### config.mk
export PLATFORM = sky130hd
export DESIGN_NAME = sram_axi_bridge
export DESIGN_NICKNAME = d
export VERILOG_FILES = /design/src/rtl/sram_axi_bridge.sv
export SDC_FILE = /design/constraint.sdc
export NUM_CORES = 1
export LEC_CHECK = 0
export CORE_MARGIN = 5
export CORE_UTILIZATION = 33
export CTS_CLUSTER_SIZE = 14
export DETAILED_ROUTE_END_ITERATION = 6
export PLACE_DENSITY = 0.78
export SLEW_MARGIN = 20
export SYNTH_ARGS = -nofsm -noshare
export SYNTH_HDL_FRONTEND = slang
export SYNTH_SLANG_ARGS = --single-unit
### constraint.sdc
create_clock -name clk -period 3.43 [get_ports clk]
set_input_delay 0.5145 -clock clk [delete_from_list [all_inputs] [get_ports clk]]
set_output_delay 0.5145 -clock clk [all_outputs]
set_load 0.02 [all_outputs]
### src/rtl/sram_axi_bridge.sv
// sram_axi_bridge: multiplexes NCH SRAM-like client channels onto one AXI
// master port. Reads from several channels may be in flight at once and
// return out of order by ID (ID = channel index); only one write is in
// flight at a time, and reads are held off while it is outstanding.
module sram_axi_bridge #(
    parameter int NCH  = 2,
    parameter int ID_W = 4
) (
    input  logic                clk,
    input  logic                reset,

    input  logic [NCH-1:0]      sram_req,
    input  logic [NCH-1:0]      sram_wr,
    input  logic [4*NCH-1:0]    sram_wstrb,
    input  logic [32*NCH-1:0]   sram_addr,
    input  logic [32*NCH-1:0]   sram_wdata,
    output logic [NCH-1:0]      sram_addr_ok,
    output logic [NCH-1:0]      sram_data_ok,
    output logic [32*NCH-1:0]   sram_rdata,

    output logic                ar_valid,
    input  logic                ar_ready,
    output logic [ID_W-1:0]     ar_id,
    output logic [31:0]         ar_addr,

    input  logic                r_valid,
    output logic                r_ready,
    input  logic [ID_W-1:0]     r_id,
    input  logic [31:0]         r_data,

    output logic                aw_valid,
    input  logic                aw_ready,
    output logic [31:0]         aw_addr,

    output logic                w_valid,
    input  logic                w_ready,
    output logic [31:0]         w_data,
    output logic [3:0]          w_strb,
    input  logic                b_valid,
    output logic                b_ready
);

    logic [NCH-1:0]  busy;        // channel has a transaction in flight
    logic            wr_pend;     // the single write is awaiting its B
    logic [ID_W-1:0] wr_owner;    // channel that issued that write

    logic [NCH-1:0]  grant;       // fixed-priority winner among requesters
    logic            lower_req;
    logic            rd_free;
    logic            wr_free;

    logic            acc_rd;
    logic            acc_wr;
    logic [ID_W-1:0] sel_id;
    logic [31:0]     sel_addr;
    logic [31:0]     sel_wdata;
    logic [3:0]      sel_wstrb;

    // The slave side is always able to sink responses.
    assign r_ready = 1'b1;
    assign b_ready = 1'b1;

    // Reads must not overtake a pending write; a new write needs both
    // write channels idle and the previous B received.
    assign rd_free = !ar_valid && !wr_pend;
    assign wr_free = !aw_valid && !w_valid && !wr_pend;

    // Fixed-priority grant: lowest-index requester wins, even if it is busy.
    always_comb begin
        // NOTE: every variable driven here gets a default first, otherwise
        // paths that skip an assignment would infer a latch.
        grant     = '0;
        lower_req = 1'b0;
        for (int i = 0; i < NCH; i++) begin
            if (sram_req[i] && !lower_req)
                grant[i] = 1'b1;
            lower_req = lower_req | sram_req[i];
        end
    end

    // Accept the granted channel when it is idle and its path is free.
    always_comb begin
        sram_addr_ok = '0;
        for (int i = 0; i < NCH; i++)
            sram_addr_ok[i] = !reset && grant[i] && !busy[i] &&
                              (sram_wr[i] ? wr_free : rd_free);
    end

    // Pick out the fields of the accepted request (addr_ok is one-hot or zero).
    always_comb begin
        acc_rd    = 1'b0;
        acc_wr    = 1'b0;
        sel_id    = '0;
        sel_addr  = '0;
        sel_wdata = '0;
        sel_wstrb = '0;
        for (int i = 0; i < NCH; i++) begin
            if (sram_addr_ok[i]) begin
                acc_rd    = !sram_wr[i];
                acc_wr    = sram_wr[i];
                sel_id    = ID_W'(i);
                sel_addr  = sram_addr[32*i +: 32];
                sel_wdata = sram_wdata[32*i +: 32];
                sel_wstrb = sram_wstrb[4*i +: 4];
            end
        end
    end

    // Route R by ID and B by owner back to the channels, same cycle.
    // An R whose ID matches the channel holding the write is stale and dropped.
    always_comb begin
        sram_data_ok = '0;
        sram_rdata   = '0;
        for (int i = 0; i < NCH; i++) begin
            sram_rdata[32*i +: 32] = r_data;
            sram_data_ok[i] = !reset && (
                (r_valid && (r_id == ID_W'(i)) && busy[i] &&
                 !(wr_pend && (wr_owner == ID_W'(i)))) ||
                (b_valid && wr_pend && (wr_owner == ID_W'(i))));
        end
    end

    // Per-channel busy flags: set on acceptance, cleared on response.
    always_ff @(posedge clk or posedge reset) begin
        // NOTE: sequential state uses non-blocking assignments only, so all
        // registers sample the pre-edge values consistently.
        if (reset)
            busy <= '0;
        else
            busy <= (busy & ~sram_data_ok) | sram_addr_ok;
    end

    // AR channel: launch an accepted read, hold it until the handshake.
    always_ff @(posedge clk or posedge reset) begin
        if (reset) begin
            ar_valid <= 1'b0;
            ar_id    <= '0;
            ar_addr  <= '0;
        end else if (acc_rd) begin
            ar_valid <= 1'b1;
            ar_id    <= sel_id;
            ar_addr  <= sel_addr;
        end else if (ar_valid && ar_ready) begin
            ar_valid <= 1'b0;
        end
    end

    // AW/W channels: raised together, each dropped on its own handshake.
    always_ff @(posedge clk or posedge reset) begin
        if (reset) begin
            aw_valid <= 1'b0;
            w_valid  <= 1'b0;
            aw_addr  <= '0;
            w_data   <= '0;
            w_strb   <= '0;
        end else if (acc_wr) begin
            aw_valid <= 1'b1;
            w_valid  <= 1'b1;
            aw_addr  <= sel_addr;
            w_data   <= sel_wdata;
            w_strb   <= sel_wstrb;
        end else begin
            if (aw_valid && aw_ready)
                aw_valid <= 1'b0;
            if (w_valid && w_ready)
                w_valid <= 1'b0;
        end
    end

    // Write bookkeeping: the write stays pending from acceptance until B.
    always_ff @(posedge clk or posedge reset) begin
        if (reset) begin
            wr_pend  <= 1'b0;
            wr_owner <= '0;
        end else if (acc_wr) begin
            wr_pend  <= 1'b1;
            wr_owner <= sel_id;
        end else if (b_valid && wr_pend) begin
            wr_pend  <= 1'b0;
        end
    end

endmodule

* Word level (Yosys, flattened, before mapping) *
Cells that the tools add are included.

storage, ports and cells
  flip-flop bits (word level) = 114
  logic and storage cells = 85
  output and inout port bits = 177
  input port bits = 183

cells by class
  multiplexer cells = 23
  eq/ne operators = 2
  bitwise operators = 3
  reductions and logical operators = 46

operators by type and width
  cell                                                              number
  32-bit two-way mux                                                4
  1-bit logical AND                                                 26
  1-bit two-way mux                                                 17
  1-bit logical NOT                                                 12
  4-bit by 1-bit == test with 1-bit output (second input constant)  2
  4-bit logical NOT                                                 2
  4-bit two-way mux                                                 2
  2-bit nonzero test                                                4
  2-bit bitwise AND                                                 1
  1-bit logical OR                                                  2
  2-bit NOT                                                         1
  2-bit bitwise OR                                                  1

* Longest topological paths before layout *
Gate-level depths: netlist of run 1.

  word-level depth = 9
  gate-level depth with buffers = 6
  gate-level depth less buffers = 4

* Worst setup path before layout of run 1 *
Ideal clock, no wire load.

  kind = input port to output port
  start = in reset
  end = out sram_addr_ok[1]
  arrival time = 1.903 ns
  slack = 1.013 ns
  path buffers = 1
  data required time = 2.915 ns
  stages = 3
  cell sequence = or4b_4 a2111oi_4 buf_6

between the ends
  word-level cells in the longest chain between the ends = 4

ends and longest elaborated chain
  item                                RTL line  RTL
  start, declared                     10        input logic reset,
  1-bit logical NOT (no source line)  --
  1-bit logical AND (3 in a row)      85        sram_addr_ok[i] = !reset && grant[i] && !busy[i] &&
  end, declared                       17        output logic [NCH-1:0] sram_addr_ok,

Every way passes these cells.

* Final worst setup path of run 1 *
  start = in sram_req[0]
  end = out sram_addr_ok[1]

between the ends
  word-level cells in the longest chain between the ends = 6

ends and longest elaborated chain
  item                            RTL line  RTL
  start, declared                 12        input logic [NCH-1:0] sram_req,
  1-bit logical NOT               75        if (sram_req[i] && !lower_req)
  1-bit logical AND               75
  1-bit two-way mux               75
  1-bit logical AND (3 in a row)  85

Every way passes these cells.

==> flow_summary_export.csv, run 1 <==
group,metric,value,unit
synth,synth_edf_count,0,
min_path,min_path_cells,1,
setup_path,worstReg2RegEnd,"aw_addr[10]",
synth,async_flop_share,1.000,
outcome,status,"complete, no violations",
setup_path,required,2920,ps
final_layout,final_nets,787,
synth,yosysTopAreaCellShare,0.4967,
setup_path,timing.critical_path.fanout_max,4,
clock_tree,cts_tree,"yes",
min_path,holdCritStartpoint,"w_data[10]",
timing,skew,12.96,ps
synth,syn_inst,418,
drt,route.detailed.drc,0,
min_path,hp-class,"register to register",
global_route,grt_pass1_vias,4634,
synth,syn_avg_cell_area,13.02,µm²
timing,grt_setup_unrepaired,"no",
synth,synthTopCellsByArea,"dfrtp_1, mux2_2, buf_4",
setup_path,crit_top_cell,"clkdlybuf4s50_1",
synth,synth_top_cells_by_count,"dfrtp_1, mux2_2, buf_4, a22o_1, a22o_2",
setup_path,criticalPathCategory,"input pin to primary output",
global_route,grt_pass1_wl,26450,µm
setup_path,critPathLaunchType,"input pin",
final_layout,syn2layout_area_growth,47.60,%
synth,synth.most_common_cell,"dfrtp_1",
drt,routed_via_density,4.916,
setup_path,path_cells,"clkdlybuf4s50_1, or4b_4, a2111oi_4, clkdlybuf4s50_1",
place,dp_cells,813,
clock_tree,cts.sinks,108,
drt,dr.first_iter.drc_count,91,
global_route,met1_usage,0.1901,
pwr,p_leak,3.602,nW
die,core,16410,µm²
clock_tree,post-cts-setup-buffers,0,
place,numPortBuffers,258,
run,cap_violations,0,
global_route,grt_antenna_before_repair,0,
die,io_pins,360,
clock_tree,cts_buffers,9,
final_layout,finalNonFillerCells,829,
global_route,gr-usage-met3,0.06492,
timing,min_period,3071,ps
synth,ys_seq_elements,108,
setup_path,crit_arrival,2560,ps
timing,tightest_slew,833.8,ps
synth,synth_top_flop_cell,"dfrtp_1",
global_route,busiest_layer,"met2",
synth,ys_warn_count,0,
clock_tree,ctsHoldBuffers,0,
timing,finalMaxSlewViolations,0,
final_layout,insertedDiodeCount,0,
synth,ys_types,36,
clock_tree,path_clk_slew,70,ps
setup_path,critPathSlowestCell,"clkdlybuf4s50_1",
setup_path,endpoint_kind,"primary output",
clock_tree,worstSkewPairLatency,350,ps
die,fp.dieW,138.4,µm
clock_tree,cts-root-buf,"clkbuf_16",
synth,yosysSeqAreaShare,0.4967,
timing,fmax,325.6,MHz
pwr,power.density,546.2,nW/µm²
pwr,ir_drop,0.2501,mV
synth,synth_largest_area_cell,"dfrtp_1",
global_route,grt_max_degree,70,
final_layout,drive_gt1_frac,0.2299,
clock_tree,ctsResizeCount,0,
clock_tree,cts.htree.levels,3,
die,fp-row-count,47,
drt,vias,4075,
drt,wl_per_cell,20.42,µm
timing,period_share,0.8954,
place,hpwl,12670,µm
die,start_util,0.3317,
drt,final_antenna_net_count,0,
global_route,track_usage,0.1717,
global_route,overflow,0,
setup_path,cpPeakStageDelay,670,ps
die,die_h,138.4,µm
timing,finalHoldViolations,0,
drt,drt-total-wl,16930,µm
place,finalWeightedCongestion,0.8587,
setup_path,regToRegStartpoint,"wr_pend",
clock_tree,clockBufferDepth,2,
drt,drt_first_pass_iters,4,
timing,max_slew_margin,0.4441,
min_path,hold_end,"w_data[10]",
timing,setup_viol,0,
global_route,met2_usage,0.3001,
synth,netlist_area,5441,µm²
timing,fin_tns_setup,0,ps
setup_path,r2r_setup_slack,820,ps
setup_path,reg2reg_depth,5,
die,die-area,19160,µm²
## kinds of logic after synthesis
family / count (synthesis) / share of synthesized area
mux: 100 / 0.2065
buf+inv: 105 / 0.1331
simple gates: 19 / 0.02254
flops: 108 / 0.4967
other cells: 2 / 0.001380
compound gates: 84 / 0.1398
## layout by cell type, fill, tap and decap left out, drive strengths merged, types with 2 or more instances in the layout
master	instances
a22o	68
conb	5
a21oi	3
nand2	2
inv	13
a21o	3
a22oi	2
or4b	2
mux2	98
nor2	3
o21bai	2
dfrtp	108
clkinv	3
buf	10
clkbuf	10
mux2i	2
clkdlybuf4s50	257
nand3	2
o21ai	3
## sequential cells by signal (all words and copies together), names as in the netlist
| signal | flops |
|---|---|
| wr_pend | 1 |
| ar_id | 1 |
| wr_owner | 1 |
| ar_addr | 32 |
| w_valid | 1 |
| busy | 2 |
| w_strb | 4 |
| aw_valid | 1 |
| ar_valid | 1 |
| aw_addr | 32 |
| w_data | 32 |
## layer usage
metal / part of all wire / routed length (µm) / vias to the layer above
met3: 0.082 / 1396 / 56
li1: - / - / 1811
met2: 0.51 / 8678 / 187
met5: 0 / 0 / -
met4: 0.033 / 552 / 0
met1: 0.37 / 6300 / 2021
## worst max-delay path by stage
stage / from / end / slack [ps] / cells past startpoint
6_report: sram_req[0] / sram_addr_ok[1] / 360 / 4
3_3_place_gp: reset / aw_addr[13] / 350 / 6
5_1_grt: reset / sram_addr_ok[1] / 280 / 4
4_1_cts: reset / sram_addr_ok[1] / 360 / 4
2_1_floorplan: reset / ar_addr[0] / 70 / 1
3_5_place_dp: reset / aw_addr[13] / 290 / 6
## power breakdown
part / internal [mW] / switching, mW
clock network: 0.509 / 0.512
registers: 1.54 / 0.174
logic: 0.880 / 0.773
total: 2.93 / 1.46
## through the flow
stage | hold slack, ps | cell area [µm²] | utilization | worst slack, ps | total power, mW
5_1_grt | 516.2 | 8031 | 0.4895 | 281.8 | 4.608
3_3_place_gp | 466.9 | 7746 | 0.4721 | 345.1 | 3.356
2_1_floorplan | 500.1 | 5453 | - | 69.90 | 2.624
4_1_cts | 493.2 | 8031 | 0.4895 | 358.5 | 4.451
3_5_place_dp | 475.9 | 7746 | 0.4721 | 291.3 | 3.411
6_report | 485.6 | 8031 | 0.4895 | 358.8 | 4.387
## worst max-delay path: cells and delay by family
family	cells	cell delay (ps)
AOI/OAI and AO/OA	1	370
buffers and inverters	2	1100
and+or+nand+nor	1	570
## final cells by class
class	count	area, µm²
repair buffers	267	2673
clock inverters	6	56.30
flip-flops and latches	108	2703
clock buffers	10	229.0
inverters	10	40.04
multi-input cells	208	2056
fillers	1432	8376
well taps	220	275.3
Power figures use the tool's default switching activity.
==> run 2: changes to the inputs <==
--- a/config.mk
+++ b/config.mk
@@ -9,7 +9,7 @@
 export CORE_UTILIZATION = 33
 export CTS_CLUSTER_SIZE = 14
 export DETAILED_ROUTE_END_ITERATION = 6
-export PLACE_DENSITY = 0.78
+export PLACE_DENSITY = 0.79
 export SLEW_MARGIN = 20
 export SYNTH_ARGS = -nofsm -noshare
 export SYNTH_HDL_FRONTEND = slang
==> run 2 against run 1 <==
Compared with the run above:
- final area barely moved
- largest cell class unchanged
- flip-flop and latch count unchanged
- sequential power about the same
- core utilization barely moved
==> flow_summary_export.csv, run 2 (same netlist as run 1, synthesis figures left out) <==
group,metric,value,unit
outcome,status,"complete, no violations",
global_route,grt_max_degree,71,
timing,grt_setup_unrepaired,"no",
setup_path,cpPeakStageDelay,700,ps
clock_tree,cts.sinks,108,
die,die_h,138.4,µm
final_layout,syn2layout_area_growth,47.74,%
place,numPortBuffers,258,
timing,skew,8.495,ps
timing,fin_tns_setup,0,ps
timing,period_share,0.9323,
die,fp.dieW,138.4,µm
clock_tree,post-cts-setup-buffers,0,
setup_path,required,2920,ps
die,fp-row-count,47,
die,io_pins,360,
clock_tree,cts.htree.levels,3,
clock_tree,worstSkewPairLatency,350,ps
drt,drt_first_pass_iters,6,
setup_path,path_cells,"clkdlybuf4s50_1, or4b_4, a2111oi_4, clkdlybuf4s50_1",
place,place_ws,233.5,ps
clock_tree,cts_tree,"yes",
global_route,track_usage,0.1593,
final_layout,drive_gt1_frac,0.2286,
place,hpwl,11560,µm
drt,route.detailed.drc,0,
clock_tree,ctsResizeCount,0,
die,start_util,0.3317,
drt,wl_per_cell,18.80,µm
drt,dr.first_iter.drc_count,91,
die,core,16410,µm²
clock_tree,cts_buffers,9,
place,dpl-instance-area,7754,µm²
timing,fmax,312.7,MHz
global_route,overflow,0,
global_route,grt_antenna_before_repair,0,
final_layout,final_area,8039,µm²
setup_path,criticalPathCategory,"input pin to primary output",
drt,routed_via_density,4.894,
clock_tree,path_clk_slew,70,ps
final_layout,fin_util,0.4900,
setup_path,critPathSlowestCell,"clkdlybuf4s50_1",
timing,finalHoldViolations,0,
pwr,p_leak,3.596,nW
pwr,p_total,4.354,mW
setup_path,crit_arrival,2680,ps
die,die-area,19160,µm²
place,finalWeightedCongestion,0.8651,
clock_tree,cts-root-buf,"clkbuf_16",
setup_path,timing.critical_path.fanout_max,4,
timing,finalMaxSlewViolations,0,
run,cap_violations,0,
clock_tree,ctsHoldBuffers,0,
drt,vias,4052,
final_layout,reg_top3,"ar_addr (32), aw_addr (32), w_data (32)",
timing,tightest_slew,778.2,ps
final_layout,mostFrequentLayoutCells,"clkdlybuf4s50_1, dfrtp_1, mux2_2, a22o_1, a22o_2",
final_layout,final_nets,786,
final_layout,layout_commonest_cell,"clkdlybuf4s50_1",
global_route,grt_pass1_vias,4537,
global_route,grt_pass1_wl,24720,µm
setup_path,endpoint_kind,"primary output",
timing,setup_viol,0,
timing,max_slew_margin,0.4812,
drt,drt-total-wl,15570,µm
setup_path,critPathLaunchType,"input pin",
pwr,ir_drop,0.2445,mV
clock_tree,clockBufferDepth,2,
final_layout,n_fill_cell,1415,
setup_path,crit_top_cell,"clkdlybuf4s50_1",
final_layout,insertedDiodeCount,0,
min_path,hp-class,"register to register",
timing,setup_ws,232.2,ps
drt,final_antenna_net_count,0,
timing,min_period,3198,ps
pwr,power.density,541.7,nW/µm²
## run 2: worst paths after layout
check / start / end / slack (ps) / cells past startpoint
setup / recovery: reset / sram_addr_ok[1] / 230 / 4
hold / removal: w_data[3] / w_data[3] / 490 / 1
setup reg to reg: wr_pend / ar_addr[3] / 850 / 5
hold reg to reg: w_data[3] / w_data[3] / 490 / 1
max in group asynchronous: reset / ar_addr[18] / 1990 / 4
min in group asynchronous: reset / busy[0] / 730 / 3
## run 2: metal layers
| layer | GRT usage | vias to the layer above | wire (µm) |
|---|---|---|---|
| li1 | - | 1805 | - |
| met1 | 0.1695 | 1989 | 5649 |
| met2 | 0.2847 | 203 | 8045 |
| met3 | 0.06043 | 55 | 1377 |
| met4 | 0.06344 | 0 | 495 |
| met5 | 0 | - | 0 |
## run 2: where the power goes
part	total, mW	internal [mW]	switching [mW]
combinational	1.64	0.881	0.755
clock	1.01	0.505	0.506
sequential	1.71	1.54	0.169
## run 2: worst max-delay path, delay by kind of cell
| family | cells | cell delay (ps) |
|---|---|---|
| buffers and inverters | 2 | 1140 |
| AOI/OAI and AO/OA | 1 | 440 |
| and+or+nand+nor | 1 | 590 |
## run 2: through the flow
stage          std cells  hold slack [ps]
2_1_floorplan        421            500.1
3_3_place_gp         812            466.7
3_5_place_dp         812            475.1
4_1_cts              828            493.4
5_1_grt              828            511.8
6_report             828            487.0
## run 2: layout make-up
cell class                      count  area, µm²  area share
Clock buffer                        9      225.2     0.02802
Clock inverter                      7      60.06    0.007471
Inverter                           10      40.04    0.004981
Multi-Input combinational cell    208       2056      0.2557
Sequential cell                   108       2703      0.3362
Tap cell                          220      275.3     0.03424
Timing Repair Buffer              266       2680      0.3334
==> run 3: changes to the inputs <==
--- a/config.mk
+++ b/config.mk
@@ -9,7 +9,7 @@
 export CORE_UTILIZATION = 33
 export CTS_CLUSTER_SIZE = 14
 export DETAILED_ROUTE_END_ITERATION = 6
-export PLACE_DENSITY = 0.79
+export PLACE_DENSITY = 0.78
 export SLEW_MARGIN = 20
 export SYNTH_ARGS = -nofsm -noshare
 export SYNTH_HDL_FRONTEND = slang
==> results of run 3 <==
No change in the layout: final DEF, timing and power equal those of run 1.
